### src/rtl/alu_pkg.sv
// Types shared by the ALU result path: the default adder width and the
// result entry carried from the adder core to the output/display side.
package alu_pkg;

  localparam int unsigned ALU_DATA_W = 3;

  typedef struct packed {
    logic                  carry;
    logic                  zero;
    logic                  sat;
    logic [ALU_DATA_W:0]   result;
  } alu_result_t;

endpackage

### src/rtl/alu_result_fifo.sv
// DEPTH-entry synchronous FIFO of alu_result_t with synchronous flush.
// The head entry reads as all-zero while the FIFO is empty.
module alu_result_fifo
  import alu_pkg::*;
#(
  parameter int unsigned DEPTH = 2
) (
  input  logic        clk,
  input  logic        rst_n,
  input  logic        clr,
  input  logic        wr_en,
  input  alu_result_t wr_data,
  output logic        full,
  input  logic        rd_en,
  output alu_result_t rd_data,
  output logic        empty
);

  localparam int unsigned PTR_W = (DEPTH > 1) ? $clog2(DEPTH) : 1;

  alu_result_t        mem [DEPTH];
  logic [PTR_W-1:0]   wr_ptr;
  logic [PTR_W-1:0]   rd_ptr;
  logic [PTR_W:0]     occ;
  logic               push;
  logic               pop;

  assign full  = (occ == (PTR_W+1)'(DEPTH));
  assign empty = (occ == '0);
  assign push  = wr_en && !full;
  assign pop   = rd_en && !empty;

  // Pointers wrap naturally because DEPTH is a power of two.
  always_ff @(posedge clk or negedge rst_n) begin
    if (!rst_n) begin
      wr_ptr <= '0;
      rd_ptr <= '0;
      occ    <= '0;
    end else if (clr) begin
      wr_ptr <= '0;
      rd_ptr <= '0;
      occ    <= '0;
    end else begin
      if (push) wr_ptr <= wr_ptr + PTR_W'(1);
      if (pop)  rd_ptr <= rd_ptr + PTR_W'(1);
      case ({push, pop})
        2'b10:   occ <= occ + (PTR_W+1)'(1);
        2'b01:   occ <= occ - (PTR_W+1)'(1);
        default: occ <= occ;
      endcase
    end
  end

  always_ff @(posedge clk) begin
    if (push && !clr) mem[wr_ptr] <= wr_data;
  end

  assign rd_data = empty ? '0 : mem[rd_ptr];

endmodule

### src/rtl/alu_result_stage.sv
// Adder result stage: flags each {carry, sum} at capture, buffers it in a FIFO
// and counts accepted results. Optional saturation via ALU_RESULT_SAT_EN.
module alu_result_stage
  import alu_pkg::*;
#(
  parameter int unsigned DATA_W = ALU_DATA_W,
  parameter int unsigned DEPTH  = 2,
  parameter int unsigned CNT_W  = 8
) (
  input  logic              clk,
  input  logic              rst_n,
  input  logic              clr,
  input  logic              in_valid,
  output logic              in_ready,
  input  logic [DATA_W-1:0] in_sum,
  input  logic              in_carry,
  output logic              out_valid,
  input  logic              out_ready,
  output logic [DATA_W:0]   out_result,
  output logic              out_zero,
  output logic              out_carry,
  output logic              out_sat,
  output logic [CNT_W-1:0]  result_count
);

  alu_result_t entry;
  alu_result_t head;
  logic        full;
  logic        empty;
  logic        push;
  logic        pop;

  assign in_ready  = !full;
  assign out_valid = !empty;
  assign push      = in_valid && in_ready;
  assign pop       = out_valid && out_ready;

  always_comb begin
    entry       = '0;
    entry.carry = in_carry;
`ifdef ALU_RESULT_SAT_EN
    if (in_carry) begin
      entry.result = {1'b0, {DATA_W{1'b1}}};
      entry.sat    = 1'b1;
    end else begin
      entry.result = {in_carry, in_sum};
    end
`else
    entry.result = {in_carry, in_sum};
`endif
    entry.zero = (entry.result == '0);
  end

  alu_result_fifo #(
    .DEPTH (DEPTH)
  ) u_fifo (
    .clk     (clk),
    .rst_n   (rst_n),
    .clr     (clr),
    .wr_en   (push),
    .wr_data (entry),
    .full    (full),
    .rd_en   (pop),
    .rd_data (head),
    .empty   (empty)
  );

  // A flush drops any push in the same cycle, so it is not counted either.
  always_ff @(posedge clk or negedge rst_n) begin
    if (!rst_n)     result_count <= '0;
    else if (clr)   result_count <= '0;
    else if (push)  result_count <= result_count + CNT_W'(1);
  end

  assign out_result = head.result;
  assign out_zero   = head.zero;
  assign out_carry  = head.carry;
  assign out_sat    = head.sat;

endmodule

### config.mk
export PLATFORM = sky130hd
export DESIGN_NAME = alu_result_stage
export DESIGN_NICKNAME = d
export VERILOG_FILES = /design/src/rtl/alu_pkg.sv /design/src/rtl/alu_result_fifo.sv /design/src/rtl/alu_result_stage.sv
export SDC_FILE = /design/constraint.sdc
export NUM_CORES = 1
export LEC_CHECK = 0
export CORE_MARGIN = 2
export CORE_UTILIZATION = 52
export CTS_CLUSTER_DIAMETER = 50
export CTS_CLUSTER_SIZE = 40
export DETAILED_ROUTE_END_ITERATION = 10
export PLACE_DENSITY = 0.83
export SLEW_MARGIN = 20
export SYNTH_ARGS = -nofsm -noshare
export SYNTH_HDL_FRONTEND = slang
export SYNTH_SLANG_ARGS = --single-unit
### constraint.sdc
create_clock -name clk -period 5 [get_ports clk]
set_clock_uncertainty 0.05 [all_clocks]
set_input_delay 1 -clock clk [delete_from_list [all_inputs] [get_ports clk]]
set_output_delay 1 -clock clk [all_outputs]
set_load 0.01 [all_outputs]
======== Yosys cells after proc, flatten, opt, wreduce, memory -nomap -nowiden ========
Memories as Yosys holds them, arrays and structs flattened.
Index checks and enable logic that the tools add are counted.
word-level totals
  output and inout bits ................... 17
  memories kept ........................... 1
  bits in writable memories ............... 12
  bits of input ports ..................... 9
  logic and storage cells ................. 38
  register bits ........................... 12
memories
  name        depth  width  rd ports  clocked after memory_dff  write ports  line                   RTL
  u_fifo.mem  2      6      1         0                         1            alu_result_fifo.sv:21  alu_result_t mem [DEPTH];
operators by class
  reductions and logical operators ........ 14
  add/sub/neg operators ................... 5
  eq/ne operators ......................... 3
  muxes and demuxes ....................... 11
operators with widths
  cell                                                  count
  two-way mux 8 bit                                     2
  adder 8 x 1 -> 8 bit (second input constant)          1
  two-way mux 7 bit                                     1
  two-way mux 1 bit                                     6
  nonzero test 2 bit                                    3
  logical AND 1 bit                                     5
  equality test 2 bit (second input constant)           2
  zero test 4 bit                                       1
  one-hot mux 2 bit (2 select lines)                    1
  zero test 1 bit                                       3
  nonzero test 3 bit                                    1
  adder 1 bit (second input constant)                   2
  adder 2 x 1 -> 2 bit (second input constant)          1
  equality test 2 x 1 -> 1 bit (second input constant)  1
  zero test 2 bit                                       1
  two-way mux 2 bit                                     1
  subtractor 2 x 1 -> 2 bit (second input constant)     1

======== Logic depth before layout (Yosys ltp) ========
  depth in word-level cells ............... 7
  gate-level depth with buffers ........... 5

======== Hierarchy ========
A second synthesis with hierarchy kept.
second synthesis, totals
  cells, all modules ...................... 101
  area, all modules ....................... 1202.4 sq um
modules (own cells, without submodules)
  module            cells an instance  times used  area each (sq um)
  alu_result_fifo   55                 1           753.2
  alu_result_stage  46                 1           449.2

======== Worst setup path after synthesis ========
No wires, ideal clock.
  kind .................................... input-to-reg
  from .................................... input clr
  to ...................................... memory u_fifo.mem[1][0] (netlist bit), enable pin
  setup time .............................. 0.375 ns
  buffers on the path ..................... 2
  data arrival time ....................... 1.852 ns
  setup slack ............................. 2.723 ns
  stages .................................. 3
  required time ........................... 4.575 ns
  path through ............................ clkbuf_1 buf_1 nor3b_1
on the way
  longest elaborated chain between the ends .. 4
ends and longest elaborated chain
  item                                     line                    RTL
  start, declared                          alu_result_stage.sv:12  input logic clr,
  zero test 1 bit                          alu_result_fifo.sv:55   if (push && !clr) mem[wr_ptr] <= wr_data;
  logical AND 1 bit                        alu_result_fifo.sv:55
  two-way mux 1 bit                        alu_result_fifo.sv:55
  two-way mux 1 bit (implied by the code)  alu_result_fifo.sv:55
  end, declared                            alu_result_fifo.sv:21
No other way between the ends.

======== Worst setup path after layout ========
  from .................................... register u_fifo.occ[1]
  to ...................................... output in_ready
on the way
  longest elaborated chain between the ends .. 2
ends and longest elaborated chain
  item                    line                    RTL
  start, declared         alu_result_fifo.sv:24   logic [PTR_W:0] occ;
  start signal, assigned  alu_result_fifo.sv:47   2'b10: occ <= occ + (PTR_W+1)'(1);
  start signal, assigned  alu_result_fifo.sv:48   2'b01: occ <= occ - (PTR_W+1)'(1);
  equality test 2 bit     alu_result_fifo.sv:28   assign full = (occ == (PTR_W+1)'(DEPTH));
  zero test 1 bit         alu_result_stage.sv:33  assign in_ready = !full;
  end, declared           alu_result_stage.sv:14  output logic in_ready,
No other way between the ends.

==> qor.yml <==
sta:
  rsz0062_at_grt: "no"
  fin_hold_ws_ps: 560
  maxSlewHeadroom_pct: 51.8
  setup_tns_ps: 0
  finalMaxSlewViolations: 0
  worst_pin_slew_ps: 721
  fin_ws_ps: 2150
  max_freq_mhz: 351
  period_share_pct: 57.1
  fin_crit_ps: 2850
  hold_viol: 0
  setup_violations: 0
min_path:
  min_path_cells: 2
  hp-class: "flop to flop"
  hold_end: "u_fifo.wr_ptr"
  min-delay-start: "u_fifo.wr_ptr"
floorplan:
  ioPinCount: 26
  dieWidth_um: 50.5
  die-area_um2: 2550
  row_count: 16
  fp.dieH_um: 50.5
  initial_utilization_pct: 56.1
  core-area_um2: 2000
setup_path:
  slowest_delay_ps: 510
  crit_path_end_kind: "output port"
  critical_path_buf_inv_count: 2
  cp-start-kind: "flop"
  slowest_stage: "clkdlybuf4s50_1"
  cp_top_family: "buffers and inverters"
  path_cells: "nor2b_4, inv_1, clkdlybuf4s50_1"
  r2r-start: "u_fifo.occ[1]"
  worstSetupPathType: "flop to output port"
  required_ps: 3950
  cp.arrival_ps: 1800
  reg2reg_to: "u_fifo.mem[1][1]"
  r2r_slack_ps: 3130
  crit_fanout: 15
  reg2reg_depth: 4
pwr:
  leakagePower_nw: 0.517
  finalPower_uw: 386
  power.density_nw_per_um2: 275
  irDropWorstVdd_mv: 0.179
routing:
  viasPerCell: 5.54
  ant_nets: 0
  drc: 0
  vias: 820
  first_iter_violations: 9
  first_pass_iters: 4
  routed_wirelength_mm: 2.15
  wl_per_cell_um: 14.6
final_layout:
  area_delta_synth_final_pct: 25.1
  drive_gt1_share_pct: 9.09
  fin_util_pct: 70.1
  nets: 132
  fin_cells: 148
  fin_area_um2: 1400
  multi_input_area_um2: 462
  diodes: 0
  fill_cells: 154
  seqCellArea_um2: 601
global_routing:
  grt_max_degree: 19
  grt_antenna_before_repair: 0
  track_usage_pct: 18.8
  grt_pass1_vias: 802
  grt_pass1_wl_mm: 3.64
  globalRoute.totalOverflow: 0
clock_network:
  clk_latency_ps: 300
  cts_root_buf: "clkbuf_4"
  cts_sinks: 22
  tritoncts: "built"
  ctsHoldBuffers: 0
  clk_pin_slew_ps: 130
  cts_max_path_buffers: 2
  postCtsSetupRepairBufs: 0
  h-tree-depth: 1
  cts-resized-gates: 0
  numCtsBuffers: 3
yosys:
  synthFlopType: "dfrtp_1"
  synth_async_sr_flop_share_pct: 54.5
  synth-simple-area-share_pct: 22.3
  synth_mux_area_share_pct: 8.81
  synth_top_area_share_pct: 26.8
  synthCells: 100
  synth.avg_cell_area_um2: 11.2
  synth-compound-area-share_pct: 7.80
  synth-adder-area-share_pct: 1.11
  yosys.cell_types.count: 34
  yosysSeqAreaShare_pct: 53.5
  yosys.area_share.xor_xnor_pct: 0.780
  synth_top_cell_by_area: "dfrtp_1"
  ys_ff_latch: 22
  synth_edf_count: 10
  synth_nets: 110
  ys_warn_count: 0
  synth_area_um2: 1120
  yosys-top-cells-area: "dfrtp_1 27%, edfxtp_1 27%, mux2i_1 4.5%, nor2_1 4.0%, nor4_4 3.8%"
  synth_top_family_by_area: "simple AND/OR/NAND/NOR gates"
placement:
  place_area_um2: 1350
  dp_slack_ps: 2150
  numPlacedInstances: 144
  hpwlAfterDp_mm: 1.54
  portBuffers: 24
  gp_congestion: 0.745
job:
  drv_cap: 0
run_status:
  run_status: "finished, final reports clean"
==> worst max-delay path by stage <==
stage,from,to,slack (ps),depth (start not counted)
floorplan,clr,u_fifo.mem[1][0],2720,3
global placement,clr,u_fifo.mem[1][3],2190,2
detailed placement,clr,u_fifo.mem[1][2],2150,2
CTS,u_fifo.occ[0],in_ready,2150,3
global route,u_fifo.occ[0],out_result[3],2030,3
finish,u_fifo.occ[1],in_ready,2150,3
==> flip-flops by register name, summed over array words and instances, names as in the netlist <==
name and cells:
u_fifo.wr_ptr 1, u_fifo.rd_ptr 1, result_count 8, u_fifo.occ 2, u_fifo.mem 10
==> worst register-to-register path, cell delays in order (launching register included) <==
cell and delay, ps:
dfrtp_1 450, nor2b_4 210, inv_1 120, nand2_1 70
nor3b_1 630
==> per-layer routing <==
layer / share of wire, % / routed length, um / global-route usage (%)
met4: 0 / 0 / 2.70
met3: 3.3 / 72 / 3.87
met5: 0 / 0 / 0
met1: 48 / 1040 / 27.1
met2: 48 / 1040 / 30.3
==> cell usage in the layout, fill, tap and decap left out, types with 3 or more instances in the layout <==
| cell type | Yosys | layout |
|---|---|---|
| nor2b_1 | 4 | 4 |
| clkdlybuf4s50_1 | 0 | 24 |
| inv_1 | 3 | 3 |
| clkbuf_4 | 0 | 3 |
| nand2_1 | 4 | 4 |
| mux2i_1 | 5 | 5 |
| a21oi_1 | 7 | 7 |
| o21ai_0 | 6 | 6 |
| edfxtp_1 | 10 | 10 |
| nor2_1 | 12 | 12 |
| dfrtp_1 | 12 | 12 |
==> where the power goes <==
part | switching [mW] | internal [mW] | leakage (nW)
Clock | 0.0537 | 0.0809 | 0.0279
Sequential | 0.00653 | 0.196 | 0.257
Combinational | 0.0248 | 0.0245 | 0.232
==> cell usage after synthesis, types with 3 or more instances <==
cell      number
a21oi_1        7
edfxtp_1      10
nand2_1        4
nor2b_1        4
inv_1          3
mux2i_1        5
buf_4          3
o21ai_0        6
nor2_1        12
dfrtp_1       12
==> cell families after synthesis <==
kind of cell	Yosys count
AND/OR/NAND/NOR	39
flip-flops	22
AO/OA/AOI/OAI	16
buffers and inverters	11
multiplexers	9
adder cells (fa/ha/maj)	1
other	1
XOR/XNOR	1
==> layout make-up <==
type	count	share of cell area, %
inverter	4	1.07
timing repair buffer	24	17.1
multi-input combinational	67	32.9
clock buffer	3	1.60
sequential	22	42.8
tap	27	2.41
clock inverter	1	2.14
No activity file was read; power rests on OpenSTA's default activity.
